### src/rtl/enemy_vector_sequencer.sv
// enemy_vector_sequencer
//   Walks the vector sprite ROM of each spawned enemy (order 1 -> 2 -> 3) once
//   per frame and presents absolute DAC points over a valid/ready handshake.
//   The enemy inputs are snapshotted on frame_start and held for the frame.
//
// Ports
//   clk, rst_n                 clock, asynchronous active-low reset
//   frame_start                one-cycle frame start pulse (ignored while busy)
//   spawn_enemyN, xenemyN,
//   adr_enemyN (N=1..3)        enemy active flag, x base, sprite ROM start
//   rom_addr / rom_data        sprite ROM port, data valid one cycle after addr
//   point_x/_y/_beam/_valid    point presented to the DAC driver
//   point_ready                DAC driver accepts the point
//   busy                       frame in progress
//   frame_done                 one-cycle pulse in the last cycle of a frame
//
// Build option
//   ENEMY_BLANK_MOVE_EN        emit a beam-off point at the enemy base (x, y)
//                              before the first ROM word of each sprite.
module enemy_vector_sequencer #(
    parameter int ADDRESSWIDTH = 16,
    parameter int DATAWIDTH    = 18,
    parameter int DAC_WIDTH    = 8,
    parameter int Y_ENEMY1     = 200,
    parameter int Y_ENEMY2     = 140,
    parameter int Y_ENEMY3     = 80,
    parameter int MAX_POINTS   = 64
) (
    input  logic                    clk,
    input  logic                    rst_n,
    input  logic                    frame_start,
    input  logic                    spawn_enemy1,
    input  logic                    spawn_enemy2,
    input  logic                    spawn_enemy3,
    input  logic [DAC_WIDTH-1:0]    xenemy1,
    input  logic [DAC_WIDTH-1:0]    xenemy2,
    input  logic [DAC_WIDTH-1:0]    xenemy3,
    input  logic [ADDRESSWIDTH-1:0] adr_enemy1,
    input  logic [ADDRESSWIDTH-1:0] adr_enemy2,
    input  logic [ADDRESSWIDTH-1:0] adr_enemy3,
    output logic [ADDRESSWIDTH-1:0] rom_addr,
    input  logic [DATAWIDTH-1:0]    rom_data,
    output logic [DAC_WIDTH-1:0]    point_x,
    output logic [DAC_WIDTH-1:0]    point_y,
    output logic                    point_beam,
    output logic                    point_valid,
    input  logic                    point_ready,
    output logic                    busy,
    output logic                    frame_done
);

    localparam logic [2:0] S_IDLE   = 3'd0;
    localparam logic [2:0] S_SELECT = 3'd1;
    localparam logic [2:0] S_FETCH  = 3'd2;
    localparam logic [2:0] S_WAIT   = 3'd3;
    localparam logic [2:0] S_EMIT   = 3'd4;
    localparam logic [2:0] S_NEXT   = 3'd5;

    localparam int PCW = (MAX_POINTS > 1) ? $clog2(MAX_POINTS) : 1;

    logic [2:0]                        state_q, state_d;
    logic [1:0]                        idx_q, idx_d;      // 0..2 selects enemy 1..3
    logic [ADDRESSWIDTH-1:0]           ptr_q, ptr_d;
    logic [PCW-1:0]                    pcount_q, pcount_d;
    logic [DATAWIDTH-1:0]              data_q, data_d;
    logic [2:0]                        spawn_q, spawn_d;
    logic [2:0][DAC_WIDTH-1:0]         x_q, x_d;
    logic [2:0][ADDRESSWIDTH-1:0]      adr_q, adr_d;
`ifdef ENEMY_BLANK_MOVE_EN
    logic                              blank_q, blank_d;
`endif

    logic [DAC_WIDTH-1:0] ybase;

    // Base + offset in DAC_WIDTH+1 bits, clamped to full scale on carry.
    function automatic logic [DAC_WIDTH-1:0] sat_add(input logic [DAC_WIDTH-1:0] base,
                                                     input logic [7:0]           off);
        logic [DAC_WIDTH:0] sum;
        sum = {1'b0, base} + (DAC_WIDTH+1)'(off);
        return sum[DAC_WIDTH] ? '1 : sum[DAC_WIDTH-1:0];
    endfunction

    always_comb begin
        case (idx_q)
            2'd0:    ybase = DAC_WIDTH'(Y_ENEMY1);
            2'd1:    ybase = DAC_WIDTH'(Y_ENEMY2);
            default: ybase = DAC_WIDTH'(Y_ENEMY3);
        endcase
    end

    always_comb begin
        state_d  = state_q;
        idx_d    = idx_q;
        ptr_d    = ptr_q;
        pcount_d = pcount_q;
        data_d   = data_q;
        spawn_d  = spawn_q;
        x_d      = x_q;
        adr_d    = adr_q;
`ifdef ENEMY_BLANK_MOVE_EN
        blank_d  = blank_q;
`endif
        case (state_q)
            S_IDLE: begin
                if (frame_start) begin
                    spawn_d = {spawn_enemy3, spawn_enemy2, spawn_enemy1};
                    x_d     = {xenemy3, xenemy2, xenemy1};
                    adr_d   = {adr_enemy3, adr_enemy2, adr_enemy1};
                    idx_d   = 2'd0;
                    state_d = S_SELECT;
                end
            end
            S_SELECT: begin
                if (spawn_q[idx_q]) begin
                    ptr_d    = adr_q[idx_q];
                    pcount_d = '0;
`ifdef ENEMY_BLANK_MOVE_EN
                    // Zero word: dx = dy = 0, beam off, not last.
                    data_d   = '0;
                    blank_d  = 1'b1;
                    state_d  = S_EMIT;
`else
                    state_d  = S_FETCH;
`endif
                end else begin
                    state_d = S_NEXT;
                end
            end
            S_FETCH: state_d = S_WAIT;
            S_WAIT: begin
                data_d  = rom_data;
                state_d = S_EMIT;
            end
            S_EMIT: begin
                if (point_ready) begin
`ifdef ENEMY_BLANK_MOVE_EN
                    if (blank_q) begin
                        blank_d = 1'b0;
                        state_d = S_FETCH;
                    end else
`endif
                    if (data_q[17] || pcount_q == PCW'(MAX_POINTS - 1)) begin
                        state_d = S_NEXT;
                    end else begin
                        ptr_d    = ptr_q + 1'b1;
                        pcount_d = pcount_q + 1'b1;
                        state_d  = S_FETCH;
                    end
                end
            end
            S_NEXT: begin
                if (idx_q == 2'd2) begin
                    state_d = S_IDLE;
                end else begin
                    idx_d   = idx_q + 2'd1;
                    state_d = S_SELECT;
                end
            end
            default: state_d = S_IDLE;
        endcase
    end

    always_ff @(posedge clk or negedge rst_n) begin
        if (!rst_n) begin
            state_q  <= S_IDLE;
            idx_q    <= '0;
            ptr_q    <= '0;
            pcount_q <= '0;
            data_q   <= '0;
            spawn_q  <= '0;
            x_q      <= '0;
            adr_q    <= '0;
`ifdef ENEMY_BLANK_MOVE_EN
            blank_q  <= 1'b0;
`endif
        end else begin
            state_q  <= state_d;
            idx_q    <= idx_d;
            ptr_q    <= ptr_d;
            pcount_q <= pcount_d;
            data_q   <= data_d;
            spawn_q  <= spawn_d;
            x_q      <= x_d;
            adr_q    <= adr_d;
`ifdef ENEMY_BLANK_MOVE_EN
            blank_q  <= blank_d;
`endif
        end
    end

    // Outputs decode registered state only, so reset clears them immediately.
    assign point_valid = (state_q == S_EMIT);
    assign point_x     = point_valid ? sat_add(x_q[idx_q], data_q[15:8]) : '0;
    assign point_y     = point_valid ? sat_add(ybase, data_q[7:0]) : '0;
    assign point_beam  = point_valid & data_q[16];
    assign rom_addr    = (state_q == S_FETCH) ? ptr_q : '0;
    assign busy        = (state_q != S_IDLE);
    assign frame_done  = (state_q == S_NEXT) && (idx_q == 2'd2);

endmodule

### config.mk
export PLATFORM = sky130hd
export DESIGN_NAME = enemy_vector_sequencer
export DESIGN_NICKNAME = d
export VERILOG_FILES = /design/src/rtl/enemy_vector_sequencer.sv
export SDC_FILE = /design/constraint.sdc
export NUM_CORES = 1
export LEC_CHECK = 0
export ABC_AREA = 1
export BUFFER_PORTS_ARGS = -buffer_cell sky130_fd_sc_hd__buf_2
export CORE_UTILIZATION = 45
export DETAILED_ROUTE_END_ITERATION = 8
export PLACE_DENSITY = 0.67
export SETUP_SLACK_MARGIN = 0.02
export SYNTH_ARGS = -nofsm -noshare
export SYNTH_HDL_FRONTEND = slang
export SYNTH_SLANG_ARGS = --single-unit
### constraint.sdc
create_clock -name clk -period 3.55 [get_ports clk]
set_input_delay 0 -clock clk [delete_from_list [all_inputs] [get_ports clk]]
set_output_delay 0 -clock clk [all_outputs]
set_load 0.01 [all_outputs]
== After elaboration in Yosys (flattened, before gate mapping) ==
Index checks and enable logic that the tools add are counted.

* $add $sub $neg: 5
* $lt $le $gt $ge: 1
* Equality and inequality tests: 13
* Mux-type cells: 29
* Bitwise operators: 1
* Reduce and logical (&&, ||, !) cells: 11

{| class="wikitable"
|+ Operator list
! kind !! number
|-
| $mux 16 || 5
|-
| $mux 8 || 5
|-
| $bmux 16 s2 || 1
|-
| $pmux 16 s2 || 1
|-
| $add 8x8->9 || 2
|-
| $mux 6 || 3
|-
| $pmux 3 s6 || 1
|-
| $add 16x1->16 const B || 1
|-
| $bmux 8 s2 || 1
|-
| $pmux 8 s2 || 1
|-
| $mux 3 || 4
|-
| $pmux 6 s2 || 1
|-
| $ne 2x2->1 const B || 4
|-
| $add 6x1->6 const B || 1
|-
| $eq 3x2->1 const B || 2
|-
| $eq 3x3->1 const B || 2
|-
| $eq 6x6->1 const B || 1
|-
| $mux 2 || 2
|-
| $pmux 2 s2 || 1
|-
| $reduce_and 2->1 || 2
|-
| $reduce_and 4->1 || 1
|-
| $reduce_bool 2->1 || 2
|-
| $eq 3x1->1 const B || 1
|-
| $logic_not 3->1 || 1
|-
| 13 further kinds || 14
|}

* Register bits: 120
* Output and inout port bits: 36
* Logic and storage cells: 72

== Logic depth before layout (Yosys ltp) ==
* Depth in word-level cells: 5
* Mapped depth: 16

== Least setup slack after synthesis ==
Ideal clock, no wire load.

* Kind: flip-flop to output port
* Start point: register idx_q[0]
* End point: output point_x[0]
* Arrival: 2.529 ns
* Required time: 3.550 ns
* Slack: 1.021 ns
* Cell stages (with the launch flop): 14
* Cell sequence: dfrtp_1 buf_4 inv_2 buf_2 clkbuf_1 o21ai_0 o21ai_0 fa_1 nand3_1 nand2_1 a21oi_1 inv_1 o21ai_0 inv_1

* Longest elaborated chain between the ends: 5

{| class="wikitable"
|+ Ends and longest elaborated chain
! element !! RTL line !! text
|-
| start, declared || 62 || <nowiki>logic [1:0] idx_q, idx_d;</nowiki>
|-
| start signal, assigned || 178 || <nowiki>idx_q <= idx_d;</nowiki>
|-
| $bmux 8 s2 || 193 || <nowiki>assign point_x = point_valid ? sat_add(x_q[idx_q], data_q[15:8]) : '0;</nowiki>
|-
| $mux 8 (implied by the code) || 193 ||
|-
| $add 8x8->9 || 79 || <nowiki>sum = {1'b0, base} + (DAC_WIDTH+1)'(off);</nowiki>
|-
| $mux 8 || 80 || <nowiki>return sum[DAC_WIDTH] ? '1 : sum[DAC_WIDTH-1:0];</nowiki>
|-
| $mux 8 || 193 ||
|-
| end, declared || 43 || <nowiki>output logic [DAC_WIDTH-1:0] point_x,</nowiki>
|}

No other way between the ends. The select of a mux whose other input is x is not followed.

== Worst setup path after layout ==
* Start point: register idx_q[0]
* End point: output point_x[2]

Same word-level chain as after synthesis.

==> flow_metrics.tcl <==
set metrics [dict create \
    syn_nets 1012 \
    cts_tree "built" \
    power_density_nw_per_um2 873 \
    fin_crit_sh_pct 87.2 \
    vdd_drop_max_v 0.000404 \
    p_comb_share_pct 47.1 \
    finalHoldViolations 0 \
    cts_made_buffers 17 \
    synthCells 894 \
    intPower_mw 4.46 \
    tns_ps 0 \
    num_io_pins 133 \
    routedWlPerCell_um 14.0 \
    status "complete, no violations" \
    seqPwrFrac_pct 29.9 \
    post-route-min-period_ps 3090 \
    drt_iter0_drc 438 \
    setup_violations 0 \
    p_leak_nw 4.66 \
    syn_area_per_cell_sq_um 7.34 \
    ys.flop_type "dfrtp_1" \
    grt-ovfl-total 0 \
    drt-met1-wl_um 8490 \
    worst_pin_slew_ps 785 \
    track_usage_pct 25.9 \
    cts.clk_slew.worst_paths_ps 60 \
    wl_met3_um 843 \
    netlist_area_sq_um 6560 \
    start_kind "flop" \
    cp.required_ps 3550 \
    antenna_left 0 \
    diodes 0 \
    area_growth_syn_to_layout_pct 36.4 \
    dp_hpwl_um 12200 \
    arrival_ps 3090 \
    maxCapViolCount 0 \
    grt_pass1_vias 5991 \
    clkPwrFrac_pct 23.0 \
    core_region_area_sq_um 14000 \
    yosys_warnings 0 \
    clk-insertion-delay-late_ps 420 \
    top_layer_used "met4" \
    path_max_fanout 21 \
    final_common_cell "nand2_1" \
    ys_ff_latch 120 \
    wirelength_um 18300 \
    mostFrequentLayoutCells "nand2_1, buf_2, dfrtp_1" \
    grt_max_degree 62 \
    drive_above_1_share_pct 16.8 \
    synth_edf_count 0 \
    crit_type "flop to output pin" \
    cts.path.max_buffers 2 \
    root_buffer "clkbuf_16" \
    postCtsSetupBuffers 0 \
    swShare_pct 42.9 \
    drtPass1Iterations 6 \
    synthDistinctLibCells 32 \
    met2_length_um 8730 \
    initial_core_util_pct 46.7 \
    cts.sinks 120 \
    totalPowerFinal_mw 7.81 \
    fin_worst_skew_ps 5.53 \
    rows 43 \
    gp_congestion 0.853 \
    antenna_found_initial 0 \
    htreeDepth 4 \
    relSlewSlack_pct 47.7 \
    die-area_sq_um 15100 \
    n_fill_cell 1249 \
    drv_slew 0 \
    rsz0062_at_grt "false" \
    die_x_um 123 \
    nNetsFinal 1230 \
    io_buffers 132 \
    drc 0 \
    grt_pass1_wl_um 29700 \
    fmax_ghz 0.323 \
    vias_per_cell 4.98 \
    endpoint_kind "output pin" \
    die_h_um 123 \
    async_reset_ff_share_pct 100 \
    p_sw_mw 3.35 \
    num_vias 6501 \
    min_path_type "primary input to async pin" \
    ys_seq_area_share_pct 45.8 \
]
power groups by stage:
stage          combinational (mW)  sequential (mW)  clock, mW
4_1_cts                      3.66             2.33       1.81
6_report                     3.68             2.34       1.80
5_1_grt                      4.22             2.41       1.88
3_5_place_dp                 3.53             2.35          0
2_1_floorplan                2.67             2.26          0
3_3_place_gp                 3.47             2.34          0
cells in the mapped netlist (6+ instances only):
cell	instances	share of area [%]
nand2_1	309	18
nor2_1	54	3.1
nand4_1	6	0.57
clkbuf_1	20	1.1
a21oi_1	39	3.0
dfrtp_1	120	46
o22ai_1	6	0.57
ha_1	19	3.6
nand3_1	38	2.9
inv_1	103	5.9
o21ai_0	114	8.7
inv_2	8	0.46
buf_2	15	1.1
worst max-delay path: stages, from the launching register on:
cell,delay [ps]
dfrtp_1,380
buf_4,210
nor2_4,190
clkinv_1,230
o21ai_0,270
ha_1,320
a21oi_1,250
o21ai_0,140
a21oi_2,230
inv_1,90
o21ai_0,160
inv_1,60
buf_2,130
registers in the layout, indices dropped and copies added, names as in the netlist:
signal / flops
pcount_q: 6
data_q: 18
state_q: 3
idx_q: 2
adr_q: 48
ptr_q: 16
spawn_q: 3
x_q: 24
final cells by class:
type / count / area (sq um) / share of cell area, %
Clock buffer: 17 / 425 / 4.76
Clock inverter: 15 / 193 / 2.15
Inverter: 113 / 425 / 4.76
Multi-Input combinational cell: 622 / 2950 / 33.0
Sequential cell: 120 / 3000 / 33.6
Tap cell: 180 / 225 / 2.52
Timing Repair Buffer: 238 / 1730 / 19.3
routing by layer:
layer | up-vias | GRT usage [%]
li1 | 3262 | -
met1 | 3038 | 35.8
met2 | 181 | 40.9
met3 | 20 | 4.97
met4 | 0 | 8.08
met5 | - | 0
logic make-up (layout without fill, tap and decap cells):
| logic type | Yosys count | after routing | share of synthesized area (%) |
|---|---|---|---|
| buf+inv | 152 | 383 | 9.33 |
| xor+xnor | 10 | 10 | 1.34 |
| flops | 120 | 120 | 45.8 |
| fa+ha+maj | 21 | 21 | 4.24 |
| compound gates | 172 | 172 | 13.5 |
| simple gates | 419 | 419 | 25.8 |
what timing repair did:
| action | in CTS | in global routing |
|---|---|---|
| hold endpoints to repair | 154 | 0 |
| endpoints found under the setup margin | 0 | 3 |
| gates resized for setup | 0 | 1 |
| hold buffers | 97 | 0 |
per-stage QoR:
step	utilization (%)	instances	worst slack [ps]	hold WS, ps	instance area [sq um]
floorplan	-	894	1020	-296	6560
global placement	52.4	1176	873	127	7350
detailed placement	52.4	1176	776	127	7350
CTS	63.7	1305	331	224	8940
global route	63.7	1305	70.0	263	8950
finish	63.7	1305	456	188	8950
final timing paths:
kind                                from          to  slack, ps  depth (start not counted)
max                             idx_q[0]  point_x[2]        460                         12
min                                rst_n     x_q[20]        190                          2
max reg2reg                   state_q[0]  state_q[2]       1040                          8
min reg2reg                    data_q[0]   data_q[0]        470                          2
max in group asynchronous          rst_n    ptr_q[9]       2560                          3
min in group clk           adr_enemy1[2]    adr_q[2]        310                          4
No activity file was read; power rests on OpenSTA's default activity.
